==> src/rtl/xpe_pkg.sv <==
// Shared constants, state encoding and config type for the XPE layer sequencer.
package xpe_pkg;

    localparam int LUT_AW = 4;
    localparam int LUT_DW = 24;

    localparam logic [3:0] CONV     = 4'd1;
    localparam logic [3:0] FC       = 4'd2;
    localparam logic [3:0] ADD      = 4'd3;
    localparam logic [3:0] POOL     = 4'd4;
    localparam logic [3:0] AVG_POOL = 4'd5;
    localparam logic [3:0] MATRIX   = 4'd6;
    localparam logic [3:0] DOTACC   = 4'd8;

    localparam logic [1:0] NOACT   = 2'd0;
    localparam logic [1:0] RELU    = 2'd1;
    localparam logic [1:0] SIGMOID = 2'd2;
    localparam logic [1:0] TANH    = 2'd3;

    typedef enum logic [2:0] {
        ST_IDLE     = 3'd0,
        ST_LUT_LOAD = 3'd1,
        ST_RUN      = 3'd2,
        ST_DRAIN    = 3'd3,
        ST_DONE     = 3'd4
    } xpe_state_e;

    typedef struct packed {
        logic [3:0] mode;
        logic [1:0] xpe_mode;
        logic       lut_reload;
    } xpe_cfg_t;

    // Only the table-driven activations use the LUT.
    function automatic logic act_needs_lut(input logic [1:0] act);
        return (act == SIGMOID) || (act == TANH);
    endfunction

endpackage

==> src/rtl/xpe_lut_loader.sv <==
// Activation LUT loader: accepts LUT_DEPTH entries over a vld/rdy handshake and
// replays each one as a single registered BRAM write on the following cycle.
module xpe_lut_loader
    import xpe_pkg::*;
#(
    parameter int LUT_DEPTH = 16
) (
    input  logic              i_clk,
    input  logic              i_rst_n,
    input  logic              i_load_start,
    input  logic              i_abort,
    input  logic [LUT_DW-1:0] i_lut_dat,
    input  logic              i_lut_vld,
    output logic              o_lut_rdy,
    output logic [LUT_DW-1:0] o_wdata,
    output logic [LUT_AW-1:0] o_addr,
    output logic              o_we,
    output logic              o_en,
    output logic              o_load_done
);

    logic              rdy_q, rdy_d;
    logic              we_q, we_d;
    logic [LUT_AW-1:0] cnt_q, cnt_d;
    logic [LUT_AW-1:0] addr_q, addr_d;
    logic [LUT_DW-1:0] wdata_q, wdata_d;
    logic              hs;
    logic              last_hs;

    assign hs      = rdy_q && i_lut_vld;
    assign last_hs = hs && (cnt_q == LUT_AW'(LUT_DEPTH - 1));

    always_comb begin
        rdy_d   = rdy_q;
        cnt_d   = cnt_q;
        we_d    = 1'b0;
        addr_d  = '0;
        wdata_d = '0;
        if (hs) begin
            we_d    = 1'b1;
            addr_d  = cnt_q;
            wdata_d = i_lut_dat;
            cnt_d   = cnt_q + LUT_AW'(1);
            if (last_hs) begin
                rdy_d = 1'b0;
            end
        end
        if (i_load_start) begin
            rdy_d = 1'b1;
            cnt_d = '0;
        end
        // Abort discards any write captured this cycle.
        if (i_abort) begin
            rdy_d   = 1'b0;
            cnt_d   = '0;
            we_d    = 1'b0;
            addr_d  = '0;
            wdata_d = '0;
        end
    end

    always_ff @(posedge i_clk or negedge i_rst_n) begin
        if (!i_rst_n) begin
            rdy_q   <= 1'b0;
            cnt_q   <= '0;
            we_q    <= 1'b0;
            addr_q  <= '0;
            wdata_q <= '0;
        end else begin
            rdy_q   <= rdy_d;
            cnt_q   <= cnt_d;
            we_q    <= we_d;
            addr_q  <= addr_d;
            wdata_q <= wdata_d;
        end
    end

    assign o_lut_rdy   = rdy_q;
    assign o_we        = we_q;
    assign o_en        = we_q;
    assign o_addr      = addr_q;
    assign o_wdata     = wdata_q;
    assign o_load_done = last_hs && !i_abort;

endmodule

==> src/rtl/xpe_ctrl.sv <==
// Layer-level sequencer for the XPE post-processing datapath: LUT load,
// calculation enable, beat counting, drain with timeout, done/error reporting.
module xpe_ctrl
    import xpe_pkg::*;
#(
    parameter int LUT_DEPTH     = 16,
    parameter int BEAT_W        = 16,
    parameter int DRAIN_TIMEOUT = 64
) (
    input  logic              i_clk,
    input  logic              i_rst_n,
    input  logic              i_start,
    input  logic              i_abort,
    input  logic [3:0]        i_mode,
    input  logic [1:0]        i_xpe_mode,
    input  logic              i_lut_reload,
    input  logic [BEAT_W-1:0] i_beat_num,
    input  logic [LUT_DW-1:0] i_lut_dat,
    input  logic              i_lut_vld,
    output logic              o_lut_rdy,
    output logic [LUT_DW-1:0] o_lut_bramctl_wdata,
    output logic [LUT_AW-1:0] o_lut_bramctl_addr,
    output logic              o_lut_bramctl_we,
    output logic              o_lut_bramctl_en,
    input  logic              i_in_vld,
    input  logic              i_out_vld,
    output logic              o_calc_en,
    output logic              o_calculate_end,
    output logic              o_busy,
    output logic              o_done,
    output logic              o_err
);

    localparam int IDLE_W = $clog2(DRAIN_TIMEOUT + 1);

    xpe_state_e        state_q, state_d;
    xpe_cfg_t          cfg_q, cfg_d;
    logic [BEAT_W-1:0] beat_num_q, beat_num_d;
    logic [BEAT_W-1:0] in_cnt_q, in_cnt_d;
    logic [BEAT_W-1:0] out_cnt_q, out_cnt_d;
    logic [IDLE_W-1:0] idle_cnt_q, idle_cnt_d;
    logic              calc_en_q, calc_en_d;
    logic              calc_end_q, calc_end_d;
    logic              busy_q, busy_d;
    logic              done_q, done_d;
    logic              err_q, err_d;
    logic              lut_start;
    logic              lut_done;
    logic              out_beat;
    logic              unused_cfg;

    // The latched config is kept for visibility; only beat_num steers control.
    assign unused_cfg = ^cfg_q;
    assign out_beat   = i_out_vld && ((state_q == ST_RUN) || (state_q == ST_DRAIN));

    always_comb begin
        state_d    = state_q;
        cfg_d      = cfg_q;
        beat_num_d = beat_num_q;
        in_cnt_d   = in_cnt_q;
        out_cnt_d  = out_cnt_q;
        idle_cnt_d = idle_cnt_q;
        err_d      = err_q;
        calc_end_d = 1'b0;
        done_d     = 1'b0;
        lut_start  = 1'b0;

        if (out_beat) begin
            if (out_cnt_q == beat_num_q) begin
                err_d = 1'b1;
            end else begin
                out_cnt_d = out_cnt_q + BEAT_W'(1);
            end
        end

        case (state_q)
            ST_IDLE: begin
                if (i_start) begin
                    cfg_d      = '{mode: i_mode, xpe_mode: i_xpe_mode, lut_reload: i_lut_reload};
                    beat_num_d = i_beat_num;
                    in_cnt_d   = '0;
                    out_cnt_d  = '0;
                    idle_cnt_d = '0;
                    err_d      = 1'b0;
                    if (i_lut_reload && act_needs_lut(i_xpe_mode)) begin
                        state_d   = ST_LUT_LOAD;
                        lut_start = 1'b1;
                    end else if (i_beat_num == '0) begin
                        state_d    = ST_DONE;
                        calc_end_d = 1'b1;
                    end else begin
                        state_d = ST_RUN;
                    end
                end
            end
            ST_LUT_LOAD: begin
                if (lut_done) begin
                    state_d = ST_RUN;
                end
            end
            ST_RUN: begin
                idle_cnt_d = '0;
                if (i_in_vld) begin
                    in_cnt_d = in_cnt_q + BEAT_W'(1);
                    if ((in_cnt_q + BEAT_W'(1)) == beat_num_q) begin
                        calc_end_d = 1'b1;
                        state_d    = ST_DRAIN;
                    end
                end
            end
            ST_DRAIN: begin
                if (out_cnt_q == beat_num_q) begin
                    state_d = ST_DONE;
                end else if (i_out_vld) begin
                    idle_cnt_d = '0;
                end else begin
                    idle_cnt_d = idle_cnt_q + IDLE_W'(1);
                    if ((idle_cnt_q + IDLE_W'(1)) == IDLE_W'(DRAIN_TIMEOUT)) begin
                        err_d   = 1'b1;
                        state_d = ST_DONE;
                    end
                end
            end
            ST_DONE: begin
                done_d  = 1'b1;
                state_d = ST_IDLE;
            end
            default: state_d = ST_IDLE;
        endcase

        // Abort wins over everything, but leaves the sticky error alone.
        if (i_abort) begin
            state_d    = ST_IDLE;
            in_cnt_d   = '0;
            out_cnt_d  = '0;
            idle_cnt_d = '0;
            err_d      = err_q;
            calc_end_d = 1'b0;
            done_d     = 1'b0;
            lut_start  = 1'b0;
        end

        calc_en_d = (state_d == ST_RUN);
        // Busy stays up through the done pulse so the layer never looks idle early.
        busy_d    = (state_d != ST_IDLE) || done_d;
    end

    always_ff @(posedge i_clk or negedge i_rst_n) begin
        if (!i_rst_n) begin
            state_q    <= ST_IDLE;
            cfg_q      <= '0;
            beat_num_q <= '0;
            in_cnt_q   <= '0;
            out_cnt_q  <= '0;
            idle_cnt_q <= '0;
            calc_en_q  <= 1'b0;
            calc_end_q <= 1'b0;
            busy_q     <= 1'b0;
            done_q     <= 1'b0;
            err_q      <= 1'b0;
        end else begin
            state_q    <= state_d;
            cfg_q      <= cfg_d;
            beat_num_q <= beat_num_d;
            in_cnt_q   <= in_cnt_d;
            out_cnt_q  <= out_cnt_d;
            idle_cnt_q <= idle_cnt_d;
            calc_en_q  <= calc_en_d;
            calc_end_q <= calc_end_d;
            busy_q     <= busy_d;
            done_q     <= done_d;
            err_q      <= err_d;
        end
    end

    xpe_lut_loader #(
        .LUT_DEPTH (LUT_DEPTH)
    ) u_lut_loader (
        .i_clk        (i_clk),
        .i_rst_n      (i_rst_n),
        .i_load_start (lut_start),
        .i_abort      (i_abort),
        .i_lut_dat    (i_lut_dat),
        .i_lut_vld    (i_lut_vld),
        .o_lut_rdy    (o_lut_rdy),
        .o_wdata      (o_lut_bramctl_wdata),
        .o_addr       (o_lut_bramctl_addr),
        .o_we         (o_lut_bramctl_we),
        .o_en         (o_lut_bramctl_en),
        .o_load_done  (lut_done)
    );

    assign o_calc_en       = calc_en_q;
    assign o_calculate_end = calc_end_q;
    assign o_busy          = busy_q;
    assign o_done          = done_q;
    assign o_err           = err_q;

endmodule

==> config.mk <==
export PLATFORM = sky130hd
export DESIGN_NAME = xpe_ctrl
export DESIGN_NICKNAME = d
export VERILOG_FILES = /design/src/rtl/xpe_pkg.sv /design/src/rtl/xpe_lut_loader.sv /design/src/rtl/xpe_ctrl.sv
export SDC_FILE = /design/constraint.sdc
export NUM_CORES = 1
export LEC_CHECK = 0
export BUFFER_PORTS_ARGS = -buffer_cell sky130_fd_sc_hd__buf_2
export CAP_MARGIN = 20
export CORE_ASPECT_RATIO = 0.8
export CORE_MARGIN = 2
export CORE_UTILIZATION = 56
export DETAILED_ROUTE_END_ITERATION = 7
export GPL_TIMING_DRIVEN = 1
export PLACE_DENSITY = 0.83
export SETUP_SLACK_MARGIN = 0.02
export SYNTH_ARGS = -nofsm -noshare
export SYNTH_HDL_FRONTEND = slang
export SYNTH_SLANG_ARGS = --single-unit
==> constraint.sdc <==
create_clock -name i_clk -period 3.1 [get_ports i_clk]
set_input_delay 0.155 -clock i_clk [delete_from_list [all_inputs] [get_ports i_clk]]
set_output_delay 0.155 -clock i_clk [all_outputs]
set_load 0.02 [all_outputs]
==> impl_results.md, run 1 <==
* Outcome: complete, no violations
* R2R Setup Slk at 0.57 ns
* Layout cell share with drive strength beyond 1 at 0.220
* DR vias/cell at 5.89
* H-tree levels at 3
* Worst r2r path cells at 7
* Detailed-route via count at 4186
* Avg WL per Cell at 17.5 um
* Main combinational cell family by area after synthesis: simple AND/OR/NAND/NOR gates
* Worst min-delay path startpoint: i_beat_num[10]
* CTS tree: yes
* Layout Nets at 652
* Worst-Skew Late Latency at 0.38 ns
* Remaining DRCs at 0
* Die area at 9730 um2
* RSZ-0062 raised after global routing: no
* Netlist Area Pre-Place at 5010 um2
* WS Path Type: reg2reg
* Synth warn at 0
* Antenna viol nets, final at 0
* Fin area at 5970 um2
* Most frequent cells after synthesis: 97 x dfrtp_1, 41 x nor2_1, 37 x xor2_1, 36 x and2_1
* WHS Path Cells at 2
* Drt first pass iters at 6
* Area leader, netlist: dfrtp_1
* Area growth syn-to-layout at 19.0%
* GRT Util Overall at 0.271
* Detailed Route Iter0 Violations at 377
* Required time of the worst setup path at 3.38 ns
* # rows at 30
* Clk root buf: clkbuf_8
* GPL Wtd Cong at 0.876
* Initial antenna violation count at 0
* Post-synthesis mux area share at 0.0379
* Finished Core Util at 0.694
* Clock Skews at 0.0126 ns
* # setup viols final at 0
* GRT Residual Overflow at 0
* Slew Limit Fails at 0
* Dpl hpwl at 8.23 mm
* CTS Sinks at 97
* Fin. Hold Viols at 0
* RR Startpoint: in_cnt_q[0]$_DFFE_PN0P_
* Initial Util at 0.583
* Leakage dissipation at 2.80 nW
* Top-area cell type share of the netlist area at 0.484
* Syn nets at 553
* EDFF count, synth at 0
* Synth Area in Compound Gates at 0.112
* Fill cells at 622
* Num CTS Buffers at 9
* Hold Crit Class: in2reg
* Post-Synth Adder-Cell Area at 0.00998
* Final Critical Period at 2.53 ns
* Sequential area share after synthesis at 0.484
* Hold Path Sink: beat_num_q[10]$_DFFE_PN0P_
* Setup tns final at 0 ns
* Top Ports at 90
* Post-DP Area at 5520 um2
* Die Ht at 88.6 um
* Crit Path Max Fanout at 7
* Number of synthesized register bits at 97
* Async S/R FF share, synth at 1.00
* Area of the core at 8600 um2
* Worst IR Drop VDD at 0.364 mV
* Relative slew margins at 0.503
* Highest clock rate at 395 MHz
* Routed WL at 12.5 mm
* Actual transition at the worst max-transition pin at 0.735 ns
* Crit Reg-Reg Endpoint: o_calc_en$_DFF_PN0_
* Area share of and/or/nand/nor cells after synthesis at 0.227
* Pin count of the biggest net entering global routing at 98
* First-pass GRT wire length at 20.2 mm
* Period utilisation layout at 0.817
* CP endpoint kind: flop
* Area contributors post-synth: dfrtp_1 48%, xor2_1 6.5%, and2_1 4.5%, mux2_2 3.6%, nor2_1 3.1%
* CP Data Arrival Time at 2.81 ns
* Die X at 110 um
* Max_cap viols at 0
* Syn avg cell area at 10.1 um2
* Synth cell types at 58
* Input/output buffers at 84
* Post-CTS Setup Bufs at 0
* Number of global-route vias before repair at 4172
* Top FF cell, synth: dfrtp_1
* Clock transition at path regs at 0.11 ns
* Startpoint types: flop
* Gate Count Post-Synth at 495
* Clk buf depth at 2
* PwrDens at 436 nW/um2
* XOR/XNOR Fraction of Synth Area at 0.0983
* Antenna cells at 0
* Top-count cell post-synth: dfrtp_1
==> worst max path at each step <==
stage	from	depth (start not counted)	end	slack, ns
2_1_floorplan	in_cnt_q[0]$_DFFE_PN0P_	8	o_calc_en$_DFF_PN0_	0.96
3_3_place_gp	in_cnt_q[0]$_DFFE_PN0P_	7	o_calc_en$_DFF_PN0_	0.69
3_5_place_dp	in_cnt_q[0]$_DFFE_PN0P_	7	o_calc_en$_DFF_PN0_	0.61
4_1_cts	in_cnt_q[0]$_DFFE_PN0P_	7	o_calc_en$_DFF_PN0_	0.60
5_1_grt	in_cnt_q[0]$_DFFE_PN0P_	7	o_calc_en$_DFF_PN0_	0.39
6_report	in_cnt_q[0]$_DFFE_PN0P_	7	o_calc_en$_DFF_PN0_	0.57
==> kinds of logic after synthesis <==
family | after synthesis
DFF | 97
adders and majority gates | 4
and+or+nand+nor | 202
muxes | 17
AOI/OAI and AO/OA | 86
buffers and inverters | 36
xor gates and xnor gates | 53
==> final cells by class <==
class	instances	area, um2	share of cell area
repair buffers	116	738	0.124
well taps	112	140	0.0235
clock inverters	7	71.3	0.0119
inverters	8	30.0	0.00503
multi-input cells	362	2440	0.409
clock buffers	9	124	0.0208
flip-flops and latches	97	2430	0.407
==> placed cells by master (no fill, tap or decap), types with 6 or more instances in the layout <==
master	n
a21oi_1	23
dlygate4sd3_1	25
and4_1	7
nand4_1	23
nand3_1	21
inv_1	8
buf_2	83
o31ai_1	7
nand2_1	21
xor2_1	37
and3_1	9
o21ai_0	22
dfrtp_1	97
nand2b_1	6
nor3_1	6
clkbuf_8	9
buf_4	7
xnor2_1	14
nor4_1	10
o21ai_1	7
mux2_2	16
and2_1	36
nor2_1	41
==> power breakdown <==
| part | internal [mW] | switching [mW] | total (mW) |
|---|---|---|---|
| clock network | 0.317 | 0.507 | 0.824 |
| logic | 0.193 | 0.199 | 0.391 |
| registers | 1.32 | 0.0726 | 1.39 |
| total | 1.83 | 0.778 | 2.61 |
==> metal layers <==
| layer | vias to the layer above | track usage | routed length, um |
|---|---|---|---|
| li1 | 1961 | - | - |
| met1 | 2041 | 0.352 | 5390 |
| met2 | 156 | 0.449 | 6010 |
| met3 | 28 | 0.0817 | 868 |
| met4 | 0 | 0.0621 | 191 |
| met5 | - | 0 | 0 |
==> stage by stage <==
step           power, mW  worst slack, ns  instances  hold WS (ns)
6_report            2.61            0.567        711        0.0247
5_1_grt             2.72            0.393        711       0.00424
4_1_cts             2.61            0.604        711       0.00803
3_5_place_dp        1.77            0.608        670         0.252
3_3_place_gp        1.76            0.686        670         0.249
2_1_floorplan       1.63            0.957        495        -0.141
==> state kept, by name (all words and copies together) (netlist names) <==
register	flops
o_busy	1
o_calculate_end	1
o_calc_en	1
u_lut_loader.cnt_q	4
beat_num_q	16
o_err	1
u_lut_loader.o_wdata	24
u_lut_loader.o_en	1
idle_cnt_q	7
u_lut_loader.o_addr	4
u_lut_loader.o_lut_rdy	1
in_cnt_q	16
o_done	1
out_cnt_q	16
state_q	3
==> worst max-delay path, cell delays in order (launching register included) <==
cell and delay [ns]:
dfrtp_1 0.48, ha_1 0.31, nand3_1 0.25, nor4_2 0.41, xnor2_1 0.19, a2111oi_4 0.38, nand4_1 0.19, and4b_1 0.22
==> repair_timing <==
item,in CTS,in global routing
gates resized for setup,0,0
hold endpoints to repair,121,0
setup endpoints to repair,0,0
hold buffers,25,0
Note: power is estimated with default switching activity, not from simulation.
==> run 2: changes to the inputs <==
ABC_AREA = 1   (was not set)
CORE_UTILIZATION = 51   (was 56)
PLACE_DENSITY = 0.8   (was 0.83)
clock period = 2.3 ns   (was 3.1 ns; I/O delays follow)
==> run 2 against run 1 <==
- design area grew 7.7%
- worst setup slack lost 0.35 ns
- utilization shrank 3.7 points
- final cell count grew 33%
- global-route usage shrank 0.59 points
- flip-flop and latch count is the same
- clock power grew 81%
- synthesized cell count grew 37%
- combinational power grew 49%
- die area grew 13%
- largest cell class unchanged
- largest power group unchanged
- highest routed layer unchanged
==> impl_results.md, run 2 <==
* Syn avg cell area at 7.64 um2
* CP Data Arrival Time at 2.38 ns
* Synth Area in Compound Gates at 0.0682
* Synth cell types at 33
* Routed WL at 13.7 mm
* Leakage dissipation at 3.18 nW
* Main combinational cell family by area after synthesis: simple AND/OR/NAND/NOR gates
* Drt first pass iters at 5
* Hold Crit Class: in2reg
* GRT Residual Overflow at 0
* First-pass GRT wire length at 22.5 mm
* Layout Nets at 860
* RR Startpoint: in_cnt_q[0]$_DFFE_PN0P_
* Required time of the worst setup path at 2.59 ns
* Post-synthesis mux area share at 0
* EDFF count, synth at 0
* Highest clock rate at 479 MHz
* Syn nets at 738
* Switching share of total power at 0.285
* Input/output buffers at 84
* # rows at 32
* CTS tree: yes
* Clk buf depth at 2
* Die Ht at 94.3 um
* PwrDens at 613 nW/um2
* XOR/XNOR Fraction of Synth Area at 0.0634
* Period utilisation layout at 0.908
* DR vias/cell at 5.25
* Worst min-delay path startpoint: i_beat_num[14]
* Combinational share of power at 0.147
* Gate Count Post-Synth at 680
* Top FF cell, synth: dfrtp_1
* Crit Path Max Fanout at 5
* Post-Synth Adder-Cell Area at 0.00964
* Area contributors post-synth: dfrtp_1 47%, nand2_1 14%, nor2_1 8.1%, inv_1 5.1%, xor2_1 4.7%
* Number of global-route vias before repair at 4930
* Area of the core at 9770 um2
* CP endpoint kind: flop
* Number of synthesized register bits at 97
* Commonest non-fill, non-tap cells in the layout: 195 x nand2_1, 112 x nor2_1, 96 x dfrtp_1
* # setup viols final at 0
* Final Critical Period at 2.09 ns
* Antenna cells at 0
* Remaining DRCs at 0
* Placed cell count at 892
* Worst IR Drop VDD at 0.382 mV
* Psw at 1.12 mW
* GPL Wtd Cong at 0.871
* Initial antenna violation count at 0
* H-tree levels at 3
* Clk network pwr share at 0.377
* Synth warn at 0
* Async S/R FF share, synth at 1.00
* Detailed-route via count at 4952
* Slew Limit Fails at 0
* Most frequent cells after synthesis: 195 x nand2_1, 112 x nor2_1, 97 x dfrtp_1, 70 x inv_1, 42 x nand3_1
* Die X at 117 um
* Clock Skews at 0.00916 ns
* Fill cells at 823
* Pin count of the biggest net entering global routing at 49
* Max_cap viols at 0
* Worst-Skew Late Latency at 0.35 ns
* Setup tns final at 0 ns
* Avg WL per Cell at 14.5 um
* Antenna viol nets, final at 0
* Startpoint types: flop
* Num CTS Buffers at 9
* Sequential area share after synthesis at 0.467
* Outcome: complete, no violations
* Top-count cell post-synth: nand2_1
* Non-filler cells, final at 943
* Most common cell after layout, fill and taps aside: nand2_1
* Clock transition at path regs at 0.07 ns
* Sequential share of power at 0.475
* Detailed Route Iter0 Violations at 403
* Area growth syn-to-layout at 23.8%
* Netlist Area Pre-Place at 5190 um2
* Pint at 2.82 mW
* Actual transition at the worst max-transition pin at 0.500 ns
* Top Ports at 90
* Relative slew margins at 0.667
* RSZ-0062 raised after global routing: no
* Initial Util at 0.532
* Layout cell share with drive strength beyond 1 at 0.165
* Fin. Hold Viols at 0
* Top-area cell type share of the netlist area at 0.467
* Area leader, netlist: dfrtp_1
* Max reg flops at 24
* Die area at 11000 um2
* CTS Sinks at 97
* Dpl hpwl at 9.42 mm
* Clk root buf: clkbuf_16
* GRT Util Overall at 0.265
* FF+latch area at 2430 um2
* CP startpoint: in_cnt_q[0]$_DFFE_PN0P_
* WS Path Type: reg2reg
* Multi-input combinational cell area at 2430 um2
* Area share of and/or/nand/nor cells after synthesis at 0.327
run 2: cell count changes in the layout (fill, tap and decap cells not counted), moves of 8 or more:
cell           before  now
nand2_1            21  195
nor2_1             41  112
inv_1               8   70
and2_1             36    0
nand3_1            21   42
a21oi_1            23    7
mux2_2             16    0
o22ai_1             0   15
nor4_1             10    0
o21ai_0            22   32
and3_1              9    0
clkbuf_16           0    9
xor2_1             37   28
dlygate4sd3_1      25   33
run 2: timing repair:
action | 4_1_cts | 5_1_grt
resized for setup | 0 | 2
hold buffers | 32 | 1
cloned | 0 | 0
hold endpoints to repair | 89 | 1
pin swaps | 1 | 1
setup endpoints to repair | 2 | 4
setup buffers | 1 | 1
run 2: kinds of logic after synthesis:
family	Yosys count
flip-flops	97
adder cells (fa/ha/maj)	4
buffers and inverters	87
XOR/XNOR	36
AO/OA/AOI/OAI	62
AND/OR/NAND/NOR	394
run 2: layout make-up:
class	count	area share
clock buffer	12	0.0399
sequential	97	0.378
clock inverter	4	0.00545
multi-input combinational	496	0.379
tap	136	0.0265
timing repair buffer	126	0.130
inverter	72	0.0421
run 2: layer usage:
layer,up-vias,global-route usage,part of all wire
li1,2393,-,-
met5,-,0,0
met1,2339,0.343,0.43
met4,0,0.0804,0.016
met2,200,0.434,0.48
met3,20,0.0716,0.077
run 2: metrics by stage:
step	total power [mW]	setup WS (ns)	cell area, um2	utilization	hold WS [ns]
2_1_floorplan	2.21	0.600	5190	-	-0.181
6_report	3.94	0.212	6430	0.658	0.00299
5_1_grt	4.12	0.0324	6430	0.658	0.000893
3_5_place_dp	2.42	0.0248	5780	0.592	-0.0297
3_3_place_gp	2.40	0.145	5780	0.592	-0.0311
4_1_cts	3.94	0.187	6400	0.655	0.00245
run 2: path summary, 6_finish.rpt:
kind	endpoint	slack, ns	cells after the start
max in group asynchronous	state_q[1]$_DFF_PN0_	1.42	3
hold reg to reg	in_cnt_q[15]$_DFFE_PN0P_	0.52	2
hold / removal	beat_num_q[14]$_DFFE_PN0P_	0.003	3
min in group asynchronous	beat_num_q[11]$_DFFE_PN0P_	0.15	2
setup reg to reg	o_busy$_DFF_PN0_	0.21	15
setup / recovery	o_busy$_DFF_PN0_	0.21	15
run 2: worst max-delay path: stages (launching register included):
cell and delay, ns:
dfrtp_2 0.43, ha_1 0.29, inv_1 0.07, nand2_1 0.07, nand2_1 0.06, nor2_1 0.15
nand2_1 0.08, nor2_1 0.15, nand2_1 0.07, nor2_1 0.12, nand3_1 0.08, nor2_1 0.11
nand2_1 0.10, nand2_1 0.10, nand2_1 0.07, nand2_1 0.06
run 2: power groups by stage:
stage | combinational [mW] | sequential (mW) | clock, mW
finish | 0.581 | 1.87 | 1.49
global route | 0.657 | 1.88 | 1.59
CTS | 0.570 | 1.87 | 1.50
detailed placement | 0.519 | 1.90 | 0
global placement | 0.501 | 1.90 | 0
floorplan | 0.329 | 1.88 | 0
